==> config.mk <==
export PLATFORM = sky130hd
export DESIGN_NAME = ain_debounce
export DESIGN_NICKNAME = d
export VERILOG_FILES = /design/src/rtl/ain_debounce_pkg.sv /design/src/rtl/ain_debounce_bit_sync.sv /design/src/rtl/ain_debounce.sv
export SDC_FILE = /design/constraint.sdc
export NUM_CORES = 1
export LEC_CHECK = 0
export CORE_MARGIN = 1
export CORE_UTILIZATION = 45
export CTS_CLUSTER_DIAMETER = 50
export DETAILED_ROUTE_END_ITERATION = 10
export GPL_TIMING_DRIVEN = 0
export PLACE_DENSITY = 0.7
export SKIP_LAST_GASP = 1
export SLEW_MARGIN = 20
export SYNTH_ARGS = -nofsm -noshare
export SYNTH_HDL_FRONTEND = slang
export SYNTH_SLANG_ARGS = --single-unit
==> constraint.sdc <==
create_clock -name clk -period 1.4 [get_ports clk]
set_input_delay 0.35 -clock clk [delete_from_list [all_inputs] [get_ports clk]]
set_output_delay 0.35 -clock clk [all_outputs]
set_load 0.05 [all_outputs]
==> src/rtl/ain_debounce_pkg.sv <==
// rtl/ain_debounce_pkg.sv - shared state and code definitions for ain_debounce
package ain_debounce_pkg;

    typedef enum logic {
        ST_STABLE = 1'b0,
        ST_SETTLE = 1'b1
    } ain_db_state_t;

    localparam logic [1:0] AIN_NONE = 2'b00;
    localparam logic [1:0] AIN_01   = 2'b01;
    localparam logic [1:0] AIN_10   = 2'b10;
    localparam logic [1:0] AIN_11   = 2'b11;

    localparam logic [7:0] GLITCH_MAX = 8'hFF;

    function automatic logic [7:0] sat_inc8(input logic [7:0] value);
        return (value == GLITCH_MAX) ? value : value + 8'd1;
    endfunction

endpackage

==> src/rtl/ain_debounce_bit_sync.sv <==
// rtl/ain_debounce_bit_sync.sv - N-flop single-bit synchroniser, async active-low reset
module bit_sync #(
    parameter int STAGES = 2
) (
    input  logic clk,
    input  logic reset_n,
    input  logic d,
    output logic q
);

    logic [STAGES-1:0] chain;

    always_ff @(posedge clk or negedge reset_n) begin
        if (!reset_n) begin
            chain <= '0;
        end else begin
            chain <= {chain[STAGES-2:0], d};
        end
    end

    assign q = chain[STAGES-1];

endmodule

==> src/rtl/ain_debounce.sv <==
// rtl/ain_debounce.sv - 2-bit synchronise-and-debounce front end for the FSM ain input
// Optional glitch counter: AIN_DEBOUNCE_GLITCH_COUNT_EN
module ain_debounce
    import ain_debounce_pkg::*;
#(
    parameter int SYNC_STAGES     = 2,
    parameter int DEBOUNCE_CYCLES = 8
) (
    input  logic       clk,
    input  logic       reset_n,
    input  logic [1:0] raw_in,
    output logic [1:0] ain,
    output logic       ain_new,
`ifdef AIN_DEBOUNCE_GLITCH_COUNT_EN
    output logic [7:0] glitch_cnt,
`endif
    output logic       busy
);

    localparam int CW = $clog2(DEBOUNCE_CYCLES + 1);
    localparam logic [CW-1:0] CNT_LAST = CW'(DEBOUNCE_CYCLES - 1);

    logic [1:0]    sync;
    ain_db_state_t state;
    logic [1:0]    cand;
    logic [CW-1:0] cnt;

    bit_sync #(.STAGES(SYNC_STAGES)) u_sync_b0 (
        .clk     (clk),
        .reset_n (reset_n),
        .d       (raw_in[0]),
        .q       (sync[0])
    );

    bit_sync #(.STAGES(SYNC_STAGES)) u_sync_b1 (
        .clk     (clk),
        .reset_n (reset_n),
        .d       (raw_in[1]),
        .q       (sync[1])
    );

    // The code is compared and released as a whole, so ain never mixes old and new bits.
    always_ff @(posedge clk or negedge reset_n) begin
        if (!reset_n) begin
            state   <= ST_STABLE;
            cand    <= AIN_NONE;
            cnt     <= '0;
            ain     <= AIN_NONE;
            ain_new <= 1'b0;
        end else begin
            ain_new <= 1'b0;
            case (state)
                ST_STABLE: begin
                    if (sync != ain) begin
                        cand  <= sync;
                        cnt   <= '0;
                        state <= ST_SETTLE;
                    end
                end
                ST_SETTLE: begin
                    if (sync == ain) begin
                        cnt   <= '0;
                        state <= ST_STABLE;
                    end else if (sync != cand) begin
                        cand <= sync;
                        cnt  <= '0;
                    end else if (cnt == CNT_LAST) begin
                        ain     <= cand;
                        ain_new <= 1'b1;
                        state   <= ST_STABLE;
                    end else begin
                        cnt <= cnt + 1'b1;
                    end
                end
                default: state <= ST_STABLE;
            endcase
        end
    end

    assign busy = (state == ST_SETTLE);

`ifdef AIN_DEBOUNCE_GLITCH_COUNT_EN
    logic reject;

    // Mirrors settle priorities 1 and 2: a reverted or replaced candidate.
    assign reject = (state == ST_SETTLE) && ((sync == ain) || (sync != cand));

    always_ff @(posedge clk or negedge reset_n) begin
        if (!reset_n) begin
            glitch_cnt <= 8'd0;
        end else if (reject) begin
            glitch_cnt <= sat_inc8(glitch_cnt);
        end
    end
`endif

endmodule

== After elaboration in Yosys (flattened, before gate mapping) ==
Index checks and enable logic that the tools add are counted.
Storage, ports and cells
  input port bits: 4
  memories: 0
  memory bits (writable): 0
  ROM bits: 0
  word-level logic and storage cells: 40
  bits in latches: 0
  output and inout bits: 4
  register bits after elaboration: 14
Cells by class
  shift operators: 0
  multiply operators: 0
  bitwise operators: 3
  div/mod/pow operators: 0
  reduce and logical (&&, ||, !) cells: 3
  magnitude comparators: 0
  mux-type cells: 18
  $add $sub $neg: 1
  equality and inequality tests: 8
Operators by type and width (number)
  4-bit 2-to-1 mux: 4
  1-bit 2-to-1 mux: 8
  4-bit one-hot mux with 2 select lines: 1
  2-bit 2-to-1 mux: 3
  4-bit by 1-bit adder with 4-bit output, second input constant: 1
  4-bit by 3-bit == test with 1-bit output, second input constant: 1
  2-bit != test: 2
  2-bit != test, second input constant: 2
  4-bit != test, second input constant: 1
  2-bit one-hot mux with 2 select lines: 1
  4-bit AND reduction: 1
  1-bit NOT: 3
  3-bit AND reduction: 1
  2-bit == test: 1
  2-bit by 1-bit != test with 1-bit output, second input constant: 1
  1-bit one-hot mux with 2 select lines: 1
  2-bit AND reduction: 1

== Depth between registers and ports, before layout ==
  depth after elaboration: 5
  mapped depth: 5
  depth with buffers taken out: 5

== Modules after synthesis ==
A second synthesis with hierarchy kept.
Second synthesis, totals
  cells, all modules: 48
  area, all modules: 590.6 um2
Modules (own cells, without submodules)
  ain_debounce: area each 490.5 um2, instances 1, seq. area each 250.2 um2, cells each 44
  bit_sync: area each 50.0 um2, instances 2, seq. area each 50.0 um2, cells each 2

== Worst setup path after synthesis ==
No wires, ideal clock.
  kind: register to register
  start point: reg ain[0]
  end point: reg ain[0]
  period minus slack after synthesis: 1.761 ns
  path slack: -0.361 ns
  cell stages (with the launch flop): 4
  data required time: 1.273 ns
  arrival: 1.634 ns
  cells stage by stage: dfrtp_1 xnor2_1 a2111oi_4 mux2_1
Between the ends
  word-level cells in the longest chain between the ends: 3
Ends and longest elaborated chain
  from (decl): RTL line ain_debounce.sv:12  | output logic [1:0] ain,
  from (signal assigned): RTL line ain_debounce.sv:68  | ain <= cand;
  2-bit == test: RTL line ain_debounce.sv:61  | if (sync == ain) begin
  1-bit NOT (no line)
  4-bit AND reduction (no line)
No other way between the ends.
A chain may end at the register's enable or synchronous reset.

== Worst setup path after layout ==
  start point: reg cnt[1]
  end point: reg ain[1]
Between the ends
  word-level cells in the longest chain between the ends: 2
Ends and longest elaborated chain
  from (decl): RTL line ain_debounce.sv:26  | logic [CW-1:0] cnt;
  from (signal assigned): RTL line ain_debounce.sv:72  | cnt <= cnt + 1'b1;
  4-bit by 3-bit == test with 1-bit output: RTL line ain_debounce.sv:67  | end else if (cnt == CNT_LAST) begin
  4-bit AND reduction (no line)
No other way between the ends.

==> flow_metrics.env <==
export IMPL_worstSkewPairLatency_ps=290
export IMPL_grt_max_degree=15
export IMPL_synthCells=44
export IMPL_whs_path_depth=0
export IMPL_viasPerCell=5.47
export IMPL_slowest_stage="dfrtp_1"
export IMPL_initialDrtViolationCount=4
export IMPL_dp_hpwl_microns=726
export IMPL_violations="negative setup slack"
export IMPL_pin_count=8
export IMPL_maxCapViolations=0
export IMPL_wl_per_cell_microns=16.9
export IMPL_cp_max_fo=3
export IMPL_skew_ps=5.31
export IMPL_hp_start="u_sync_b1.chain[0]"
export IMPL_crit_type="reg2reg"
export IMPL_layout_setup_ws_ps=-291
export IMPL_avgSynthCellArea_sq_um=13.8
export IMPL_clkSinkCount=14
export IMPL_drc_errors=0
export IMPL_final_cell_mix="buf_4 (9), dfrtp_1 (8), dfrtp_2 (6)"
export IMPL_grt_usage_pct=20.7
export IMPL_reg2reg_from="cnt[1]"
export IMPL_leakage_nw=0.412
export IMPL_nets=70
export IMPL_synth_cell_types=20
export IMPL_irDropWorstVdd_uv=842
export IMPL_slew_viol_final=0
export IMPL_cts_buffers=3
export IMPL_drive_gt1_share_pct=67.2
export IMPL_cp_start_kind="flip-flop"
export IMPL_path_cells="ha_4, nand4b_4, a2111oi_4, buf_4, mux2_4"
export IMPL_slew_headroom_pct=58.4
export IMPL_worstPathRequired_ps=1580
export IMPL_max_freq_mhz=591
export IMPL_synth_seq_area_share_pct=57.9
export IMPL_start_util_pct=51.7
export IMPL_htreeDepth=1
export IMPL_ant_nets=0
export IMPL_min_period_ps=1690
export IMPL_first_pass_iters=3
export IMPL_cellPowerDensity_nw_per_um2=919
export IMPL_worstPathArrival_ps=1870
export IMPL_final_common_cell="buf_4"
export IMPL_worst_r2r_setup_slack_ps=-290
export IMPL_syn_nets=49
export IMPL_synthToLayoutAreaGrowth_pct=55.2
export IMPL_worst_pin_slew_ps=622
export IMPL_portBuffers=7
export IMPL_num_rows=12
export IMPL_utilization_pct=80.2
export IMPL_reg2reg_depth=5
export IMPL_yosys_warnings=0
export IMPL_vias=427
export IMPL_cts_buffer_depth=2
export IMPL_core_sq_um=1170
export IMPL_cts_tree="built"
export IMPL_wl_microns=1320
export IMPL_max_stage_delay_ps=400
export IMPL_chipWidth_microns=38.7
export IMPL_die_area_sq_um=1500
export IMPL_num_antenna_cells=0
export IMPL_die_y_microns=38.7
export IMPL_routabilityCongestion=0.827
export IMPL_cts_root_buf="clkbuf_4"
export IMPL_hold_end="u_sync_b1.chain[1]"
export IMPL_grt_pass1_vias=411
export IMPL_r2r_end="ain[1]"
export IMPL_clk_pin_slew_worst_paths_ps=90
export IMPL_end_kind="flip-flop"
export IMPL_grt_pass1_wl_microns=1930
export IMPL_period_share_pct=121
export IMPL_setup_violations=9
export IMPL_hp_class="reg2reg"
export IMPL_rsz0062_at_grt="true"
export IMPL_hold_viol=0
export IMPL_synth_seq_cells=14
export IMPL_status="finished, violations left"
export IMPL_fin_tns_setup_ps=-956
export IMPL_synth_cell_area_sq_um=606
export IMPL_grt_overflow=0
export IMPL_antenna_found_initial=0
critical path, delay by kind of cell (launching register included):
| kind | cells | cell delay [ps] |
|---|---|---|
| compound gates | 1 | 360 |
| fa+ha+maj | 1 | 170 |
| buf+inv | 1 | 200 |
| flops | 1 | 400 |
| mux | 1 | 300 |
| simple gates | 1 | 130 |
metrics by stage:
step	worst slack [ps]	total power, mW	hold slack, ps	instance area (sq um)	cells
floorplan	-198	0.501	54.4	654	44
global placement	-309	0.526	336	742	65
detailed placement	-366	0.530	339	742	65
CTS	-194	0.843	356	856	74
global route	-350	0.897	362	940	78
finish	-291	0.864	354	940	78
report_power, final:
group	switching, mW	internal (mW)	leakage, nW	total (mW)
Clock	0.136	0.159	0.0210	0.294
Sequential	0.0256	0.422	0.170	0.447
Combinational	0.0569	0.0654	0.220	0.122
Total	0.218	0.646	0.412	0.864
how the worst max path moves through the flow:
| stage | slack [ps] | endpoint | cells past startpoint | start |
|---|---|---|---|---|
| 4_1_cts | -190 | ain[0] | 3 | ain[1] |
| 6_report | -290 | ain[1] | 5 | cnt[1] |
| 5_1_grt | -350 | ain[0] | 5 | cnt[1] |
| 3_3_place_gp | -310 | ain[0] | 4 | cnt[0] |
| 2_1_floorplan | -200 | ain[0] | 3 | ain[1] |
| 3_5_place_dp | -370 | ain[1] | 4 | cnt[0] |
routing by layer:
| metal | vias to the layer above | routed length, microns | global-route usage, % |
|---|---|---|---|
| li1 | 200 | - | - |
| met1 | 214 | 553 | 25.5 |
| met2 | 10 | 685 | 33.3 |
| met3 | 3 | 63 | 6.94 |
| met4 | 0 | 16 | 7.76 |
| met5 | - | 0 | 0 |
flip-flops by register name, indices dropped and copies added, names as in the netlist:
name and count:
ain 2, ain_new 1, busy 1, cand 2, cnt 4, u_sync_b0.chain 2, u_sync_b1.chain 2
cell families after synthesis:
| logic type | synth area share (%) |
|---|---|
| and+or+nand+nor | 9.50 |
| adders and majority gates | 2.07 |
| muxes | 9.30 |
| AOI/OAI and AO/OA | 12.6 |
| xor gates and xnor gates | 7.23 |
| DFF | 57.9 |
| buffers and inverters | 1.44 |
area by class of cell:
cell class | instances | area, sq um
multi-input cells | 28 | 389
flip-flops and latches | 14 | 358
fillers | 64 | 231
repair buffers | 17 | 135
clock buffers | 4 | 36.3
well taps | 14 | 17.5
inverters | 1 | 3.75
repair_timing:
action,4_1_cts,5_1_grt
resized for setup,25,12
setup buffers,5,6
setup endpoints to repair,11,9
hold buffers,0,0
pin swaps,3,6
Yosys cell counts, drive strengths merged:
library cell / n / area, sq um
a211o: 1 / 10.0
xnor2: 2 / 17.5
o21ai: 1 / 5.00
nand4b: 1 / 15.0
nand3: 2 / 10.0
a21o: 1 / 7.51
xor2: 3 / 26.3
nor2: 2 / 7.51
a22o: 1 / 8.76
a2111oi: 1 / 27.5
ha: 1 / 12.5
a31o: 2 / 17.5
inv: 1 / 3.75
nor3: 3 / 15.0
mux2: 5 / 56.3
clkbuf: 1 / 5.00
nand2: 1 / 3.75
and2: 1 / 6.26
dfrtp: 14 / 350
Power figures use the tool's default switching activity.
